===== config.mk =====
export PLATFORM = sky130hd
export DESIGN_NAME = ysyx_00000000_rd_arbiter
export DESIGN_NICKNAME = d
export VERILOG_FILES = /design/src/rtl/ysyx_00000000_rd_arbiter.sv
export SDC_FILE = /design/constraint.sdc
export NUM_CORES = 1
export LEC_CHECK = 0
export ABC_AREA = 1
export CAP_MARGIN = 20
export CORE_AREA = 2 2 113 115
export DETAILED_ROUTE_END_ITERATION = 6
export DIE_AREA = 0 0 115 117
export PLACE_DENSITY = 0.74
export SETUP_SLACK_MARGIN = 0.02
export SLEW_MARGIN = 5
export SYNTH_ARGS = -nofsm -noshare
export SYNTH_HDL_FRONTEND = slang
export SYNTH_SLANG_ARGS = --single-unit

===== constraint.sdc =====
create_clock -name clock -period 2 [get_ports clock]
set_input_delay 0.3 -clock clock [delete_from_list [all_inputs] [get_ports clock]]
set_output_delay 0.3 -clock clock [all_outputs]
set_load 0.05 [all_outputs]

===== src/rtl/ysyx_00000000_rd_arbiter.sv =====
// Round-robin arbiter that funnels NUM_RD read requesters onto one AXI4 read master
// or a local-device port, with one transaction in flight and pass-through read data.
module ysyx_00000000_rd_arbiter #(
  parameter int          NUM_RD   = 2,
  parameter logic [31:0] LOC_BASE = 32'h0200_0000,
  parameter logic [31:0] LOC_MASK = 32'hFFFF_0000
) (
  input  logic                 clock,
  input  logic                 reset,
  input  logic [NUM_RD-1:0]    req_arvalid,
  input  logic [NUM_RD*32-1:0] req_araddr,
  input  logic [NUM_RD*3-1:0]  req_arsize,
  input  logic [NUM_RD*8-1:0]  req_arlen,
  output logic [NUM_RD-1:0]    req_arready,
  output logic [NUM_RD-1:0]    req_rvalid,
  output logic [31:0]          req_rdata,
  output logic [1:0]           req_rresp,
  output logic                 req_rlast,
  input  logic [NUM_RD-1:0]    req_rready,
  output logic                 m_arvalid,
  input  logic                 m_arready,
  output logic [31:0]          m_araddr,
  output logic [7:0]           m_arlen,
  output logic [2:0]           m_arsize,
  output logic [3:0]           m_arid,
  output logic [1:0]           m_arburst,
  input  logic                 m_rvalid,
  output logic                 m_rready,
  input  logic [31:0]          m_rdata,
  input  logic [1:0]           m_rresp,
  input  logic                 m_rlast,
  input  logic [3:0]           m_rid,
  output logic                 loc_arvalid,
  input  logic                 loc_arready,
  output logic [31:0]          loc_araddr,
  input  logic                 loc_rvalid,
  output logic                 loc_rready,
  input  logic [31:0]          loc_rdata
);

  localparam int IW = (NUM_RD > 1) ? $clog2(NUM_RD) : 1;

  typedef enum logic [1:0] {IDLE, ADDR, DATA} state_t;

  state_t        state, state_next;
  logic [IW-1:0] last_grant, grant, pick, cand;
  logic          found;
  logic [31:0]   addr_q;
  logic [2:0]    size_q;
  logic [7:0]    len_q;
  logic          is_local;
  logic [8:0]    beat;
  logic          beat_hs, last_beat;
  logic [31:0]   pick_addr;
  logic          unused_rid;

  assign unused_rid = ^m_rid;
  assign pick_addr  = req_araddr[32*pick +: 32];

  assign m_araddr   = addr_q;
  assign loc_araddr = addr_q;
  assign m_arlen    = len_q;
  assign m_arsize   = size_q;
  assign m_arid     = 4'(grant);
  assign m_arburst  = 2'b01;

  // Round-robin search starting just after the most recent grant.
  always_comb begin
    found = 1'b0;
    pick  = '0;
    cand  = '0;
    for (int k = 1; k <= NUM_RD; k++) begin
      cand = IW'((int'(last_grant) + k) % NUM_RD);
      if (!found && req_arvalid[cand]) begin
        found = 1'b1;
        pick  = cand;
      end
    end
  end

  always_ff @(posedge clock) begin
    if (reset) state <= IDLE;
    else       state <= state_next;
  end

  always_comb begin
    state_next  = state;
    req_arready = '0;
    m_arvalid   = 1'b0;
    loc_arvalid = 1'b0;
    m_rready    = 1'b0;
    loc_rready  = 1'b0;
    req_rvalid  = '0;
    req_rdata   = '0;
    req_rresp   = 2'b00;
    req_rlast   = 1'b0;
    beat_hs     = 1'b0;
    last_beat   = 1'b0;
    case (state)
      IDLE: begin
        if (found) begin
          req_arready = NUM_RD'(1) << pick;
          state_next  = ADDR;
        end
      end
      ADDR: begin
        if (is_local) begin
          loc_arvalid = 1'b1;
          if (loc_arready) state_next = DATA;
        end else begin
          m_arvalid = 1'b1;
          if (m_arready) state_next = DATA;
        end
      end
      DATA: begin
        if (is_local) begin
          req_rvalid = NUM_RD'(loc_rvalid) << grant;
          loc_rready = req_rready[grant];
          req_rdata  = loc_rdata;
          req_rlast  = 1'b1;
          if (loc_rvalid && req_rready[grant]) state_next = IDLE;
        end else begin
          req_rvalid = NUM_RD'(m_rvalid) << grant;
          m_rready   = req_rready[grant];
          req_rdata  = m_rdata;
          last_beat  = (beat == {1'b0, len_q});
          req_rlast  = last_beat;
          // A slave rlast that disagrees with our own beat count is reported as SLVERR.
          req_rresp  = (last_beat != m_rlast) ? 2'b10 : m_rresp;
          beat_hs    = m_rvalid && req_rready[grant];
          if (beat_hs && last_beat) state_next = IDLE;
        end
      end
      default: state_next = IDLE;
    endcase
  end

  always_ff @(posedge clock) begin
    if (reset) begin
      last_grant <= IW'(NUM_RD - 1);
      grant      <= '0;
      addr_q     <= '0;
      size_q     <= '0;
      len_q      <= '0;
      is_local   <= 1'b0;
      beat       <= '0;
    end else begin
      if (state == IDLE && found) begin
        last_grant <= pick;
        grant      <= pick;
        addr_q     <= pick_addr;
        size_q     <= req_arsize[3*pick +: 3];
        len_q      <= req_arlen[8*pick +: 8];
        is_local   <= (pick_addr & LOC_MASK) == LOC_BASE;
        beat       <= '0;
      end
      if (beat_hs) beat <= last_beat ? 9'd0 : beat + 9'd1;
    end
  end

endmodule


==> impl_metrics.tcl, run 1 <==
set metrics [dict create \
    hold_class "reg -> reg" \
    period_minus_slack_ns 2.07 \
    fin_area_um2 6980 \
    gr-max-usage-layer "met2" \
    tightestPinTransition_ns 0.545 \
    drv_cap 0 \
    mostFrequentLayoutCells "237 x clkdlybuf4s50_1, 208 x nand2_1, 57 x buf_4, 47 x dfxtp_1, 44 x o21ai_0" \
    r2r_start "grant$_SDFFE_PP0P_" \
    p_sw_share_pct 52.1 \
    drc 0 \
    cts_root_buf "clkbuf_16" \
    skew_ns 0.00824 \
    synthCells 580 \
    cts_tree "done" \
    pwr-share-clk_pct 14.5 \
    finalHoldViolations 0 \
    p_int_mw 4.68 \
    rsz0062_at_grt "yes" \
    antenna_cells 0 \
    grtUsageMet2_pct 37.6 \
    cts_buffers 9 \
    ys_seq_area_share_pct 31.6 \
    end_kind "output pin" \
    arrival_ns 1.77 \
    criticalPathCategory "reg -> out" \
    cts_max_level 3 \
    clock-sinks 57 \
    regArea_um2 1160 \
    comb_power_share_pct 66.8 \
    synth_warnings 0 \
    drv_slew 0 \
    clock.fmax_ghz 0.483 \
    cp-start-kind "register" \
    multi_input_area_um2 2090 \
    core_area_um2 12300 \
    final.hold.worst_slack_ns 0.475 \
    fillCellCount 1184 \
    gp_congestion 0.812 \
    syn_to_final_growth_pct 93.4 \
    timing.rr.end "beat[3]$_SDFFE_PP0P_" \
    ys_ff_latch 57 \
    startpoint "m_arlen[1]$_SDFFE_PP0P_" \
    synth_enable_flop_cells 0 \
    clk_pin_slew_ns 0.05 \
    grt.overflow.total 0 \
    power_density_nw_per_um2 1400 \
    fin_util_pct 56.7 \
    synth-main-ff-cell "dfxtp_1" \
    final_common_cell "clkdlybuf4s50_1" \
    ir_drop_mv 1.06 \
    stdcell_count 991 \
    rr_worst_depth 8 \
    synth.distinct_cells 29 \
    wire_per_inst_um 14.5 \
    rows 41 \
    placed_cell_area_um2 6560 \
    die_x_um 115 \
    die_area_um2 13500 \
    timing.final.ws_setup_ns -0.0701 \
    io_pins 291 \
    grt_pass1_wl_um 21100 \
    power_mw 9.77 \
    switchingPower_mw 5.09 \
    grt.total_usage_pct 19.8 \
    place_ws_ns 0.0833 \
    seq_power_share_pct 18.6 \
    fin_crit_sh_pct 104 \
    fin_setup_tns_ns -0.119 \
    p_leak_nw 2.87 \
    cts_hold_buf 0 \
    port_buffers 281 \
    grt_max_degree 42 \
    syn_area_per_cell_um2 6.22 \
    wirelength_um 14300 \
    num_vias 4689 \
    finalNetCount 1004 \
    grtUsageMet3_pct 5.20 \
    die_h_um 117 \
    firstDrtPassIters 4 \
    finalSetupViolCount 3 \
    clockBufferDepth 2 \
    r2r_slack_ns 0.29 \
    antenna_found_initial 0 \
    violations "negative setup slack" \
    start_util_pct 29.3 \
    synthArstFlopShare_pct 0 \
    required_ns 1.70 \
    relSlewSlack_pct 63.5 \
    syn-cell-area_um2 3610 \
    crit_end "req_rlast" \
    place_inst 965 \
    drive_above_1_share_pct 18.7 \
    clk_latency_ns 0.32 \
    crit_path_max_fanout 3 \
    hpwl_um 10900 \
    status "finished, violations left" \
    vias_per_cell 4.73 \
    gr-usage-met1_pct 21.1 \
    drt_iter0_drc 208 \
    grt_pass1_vias 4429 \
    postRouteAntennaNets 0 \
]
==> cell families after synthesis <==
family / Yosys count / share of synthesized area (%)
flops: 57 / 31.6
fa+ha+maj: 1 / 0.347
other cells: 2 / 0.208
xor+xnor: 4 / 0.971
compound gates: 138 / 21.0
buf+inv: 104 / 15.2
simple gates: 274 / 30.7
==> sequential cells by signal, indices dropped and copies added (netlist names) <==
register and count:
beat 9, grant 1, is_local 1, last_grant 1
loc_araddr 32, m_arlen 8, m_arsize 3, state 2
==> worst max-delay path, stage by stage (launching register included) <==
cell     delay, ns
dfxtp_2       0.34
inv_2         0.04
nand2_2       0.05
nand2_1       0.05
nor2_1        0.09
nand2_1       0.09
nor2_2        0.13
nand2_2       0.10
buf_4         0.14
buf_6         0.12
o21ai_4       0.14
buf_12        0.15
==> worst min path at each step <==
| stage | from | endpoint | cells after the start |
|---|---|---|---|
| after floorplan | reset | loc_araddr[10]$_SDFFE_PP0P_ | 1 |
| after global placement | last_grant$_SDFFE_PP1P_ | last_grant$_SDFFE_PP1P_ | 2 |
| after detailed placement | last_grant$_SDFFE_PP1P_ | last_grant$_SDFFE_PP1P_ | 2 |
| after CTS | last_grant$_SDFFE_PP1P_ | last_grant$_SDFFE_PP1P_ | 2 |
| after global routing | last_grant$_SDFFE_PP1P_ | last_grant$_SDFFE_PP1P_ | 2 |
| final | last_grant$_SDFFE_PP1P_ | last_grant$_SDFFE_PP1P_ | 2 |
==> power groups by stage <==
| stage | Combinational [mW] | Sequential, mW | Clock, mW |
|---|---|---|---|
| final | 6.53 | 1.82 | 1.42 |
| after global routing | 6.87 | 1.88 | 1.50 |
| after CTS | 6.46 | 1.82 | 1.44 |
| after detailed placement | 6.36 | 1.83 | 0 |
| after global placement | 6.33 | 1.83 | 0 |
| after floorplan | 3.24 | 2.91 | 0 |
==> routing by layer <==
metal	up-vias	wire, um
met2	195	7310
li1	2369	-
met3	14	1390
met5	-	0
met1	2111	5390
met4	0	239
==> cell usage after synthesis (5+ instances only) <==
cell type | n | area share (%)
nand2_1 | 212 | 22
dfxtp_1 | 57 | 32
a21oi_1 | 46 | 6.4
o21ai_0 | 46 | 6.4
a31oi_1 | 41 | 7.1
buf_4 | 39 | 8.1
nor2_1 | 34 | 3.5
inv_1 | 29 | 3.0
clkbuf_1 | 17 | 1.8
nand3_1 | 12 | 1.7
buf_2 | 9 | 1.2
nand4_1 | 6 | 1.0
inv_2 | 5 | 0.52
==> timing repair <==
action	in CTS	in global routing
resized for setup	16	16
hold endpoints to repair	0	0
setup endpoints to repair	3	6
pin swaps	4	3
buffers inserted	7	3
==> final cells by class <==
class,instances,area share (%)
timing repair buffer,312,44.9
multi-input combinational,422,29.9
sequential,57,16.6
clock buffer,14,3.78
tap,150,2.69
inverter,34,1.87
clock inverter,2,0.179
No activity file was read; power rests on OpenSTA's default activity.
==> run 2: changes to the inputs <==
- CORE_AREA: 2 2 113 115 -> default
- CORE_MARGIN: default -> 2
- CORE_UTILIZATION: default -> 30
- DIE_AREA: 0 0 115 117 -> default
- PLACE_DENSITY: 0.74 -> 0.78
- clock period: 2 -> 1.7 ns (I/O delays scaled with it)
==> impl_metrics.tcl, run 2 (synthesis gave the netlist of run 1 again) <==
set metrics [dict create \
    fin_crit_sh_pct 118 \
    fin_util_pct 65.7 \
    criticalPathCategory "reg -> out" \
    wire_per_inst_um 14.7 \
    drc 0 \
    wirelength_um 15100 \
    clock.fmax_ghz 0.496 \
    cts_tree "done" \
    clk_latency_ns 0.33 \
    postRouteAntennaNets 0 \
    firstDrtPassIters 4 \
    hold_class "reg -> reg" \
    final_common_cell "nand2_1" \
    cpMostUsedCell "nand2_2" \
    hpwl_um 11000 \
    drv_slew 0 \
    grt_max_degree 35 \
    io_pins 291 \
    fillCellCount 963 \
    period_minus_slack_ns 2.01 \
    largest_register_ffs 32 \
    clock-sinks 57 \
    cp-start-kind "register" \
    ir_drop_mv 1.12 \
    power_mw 12.5 \
    grt_pass1_wl_um 23000 \
    cts_buffers 9 \
    grt.total_usage_pct 22.3 \
    rsz0062_at_grt "yes" \
    cp_slowest_cell "dfxtp_1" \
    die_x_um 114 \
    mostFrequentLayoutCells "204 x nand2_1, 162 x clkdlybuf4s50_1, 124 x buf_4, 43 x o21ai_0, 43 x dfxtp_1" \
    arrival_ns 1.76 \
    end_kind "output pin" \
    antenna_found_initial 0 \
    drive_above_1_share_pct 33.8 \
    cts_max_level 3 \
    die_area_um2 12900 \
    clk_pin_slew_ns 0.05 \
    regArea_um2 1180 \
    cp_slowest_stage_delay_ns 0.36 \
    rows 40 \
    syn_to_final_growth_pct 116 \
    crit_chain "inv_1 > a21oi_1 > nand3_1 > nor2_2 > nand2_2 > xor2_2 > nand2_1 > nand2_2 > clkinvlp_4 > buf_8" \
    timing.final.ws_setup_ns -0.314 \
    violations "negative setup slack" \
    finalNetCount 1045 \
    finalSetupViolCount 24 \
    grt.overflow.total 0 \
    num_vias 4964 \
    cts_root_buf "clkbuf_16" \
    skew_ns 0.00721 \
    gp_congestion 0.796 \
    required_ns 1.44 \
    multi_input_area_um2 2440 \
    cts_hold_buf 0 \
    antenna_cells 0 \
    start_util_pct 30.4 \
    finalHoldViolations 0 \
    vias_per_cell 4.82 \
    clockBufferDepth 2 \
    drt_iter0_drc 211 \
    die_h_um 114 \
    p_leak_nw 3.34 \
    status "finished, violations left" \
    core_area_um2 11900 \
    port_buffers 281 \
    power_density_nw_per_um2 1600 \
    drv_cap 0 \
    crit_path_max_fanout 3 \
    grt_pass1_vias 4686 \
]
==> run 2: area by class of cell <==
type                       count  area share [%]
clock inverter                 4           0.578
clock buffer                  12            3.03
inverter                      34            1.88
tap                          147            2.36
timing repair buffer         353            45.8
multi-input combinational    422            31.2
sequential                    57            15.1
==> run 2: worst paths after layout <==
kind | from | end | slack, ns | cells after the start
worst max-delay path | beat[7]$_SDFFE_PP0P_ | req_rresp[1] | -0.31 | 10
worst min-delay path | last_grant$_SDFFE_PP1P_ | last_grant$_SDFFE_PP1P_ | 0.47 | 2
worst max register to register | grant$_SDFFE_PP0P_ | beat[7]$_SDFFE_PP0P_ | 0.09 | 9
worst min register to register | last_grant$_SDFFE_PP1P_ | last_grant$_SDFFE_PP1P_ | 0.47 | 2
==> run 2: routing by layer <==
| metal | vias up | wire length, um | GRT usage, % |
|---|---|---|---|
| li1 | 2452 | - | - |
| met5 | - | 0 | 0 |
| met4 | 0 | 233 | 6.34 |
| met3 | 18 | 1280 | 5.53 |
| met1 | 2275 | 5760 | 24.8 |
| met2 | 219 | 7840 | 41.9 |
==> run 2: metrics by stage <==
stage | instance area, um2 | instances | worst slack (ns) | TNS (ns) | hold WS (ns)
floorplan | 4000 | 583 | -0.375 | -0.803 | 0.324
global placement | 6870 | 994 | -0.173 | -0.862 | 0.459
detailed placement | 6870 | 994 | -0.204 | -1.80 | 0.465
CTS | 7690 | 1030 | -0.342 | -3.14 | 0.477
global route | 7800 | 1029 | -0.493 | -4.48 | 0.483
finish | 7800 | 1029 | -0.314 | -3.00 | 0.472
==> run 2: power by group <==
group / switching [mW] / total [mW] / internal [mW]
sequential: 0.369 / 2.18 / 1.81
combinational: 5.42 / 8.54 / 3.12
clock: 0.600 / 1.73 / 1.13
total: 6.39 / 12.5 / 6.06
==> run 2: what timing repair did <==
action / 4_1_cts / 5_1_grt
endpoints found under the setup margin: 42 / 55
setup buffers: 16 / 7
cloned: 4 / 1
resized for setup: 80 / 48
pin swaps: 5 / 11
==> run 2: critical path, delay by kind of cell, from the launching register on <==
family	cells	cell delay, ns
buffers and inverters	3	0.30
xor gates and xnor gates	1	0.18
and+or+nand+nor	5	0.49
DFF	1	0.36
AOI/OAI and AO/OA	1	0.12
==> run 3: changes to the inputs <==
- CAP_MARGIN: 20 -> default
==> results of run 3 <==
Final layout, timing and power as in run 2 (identical DEF).
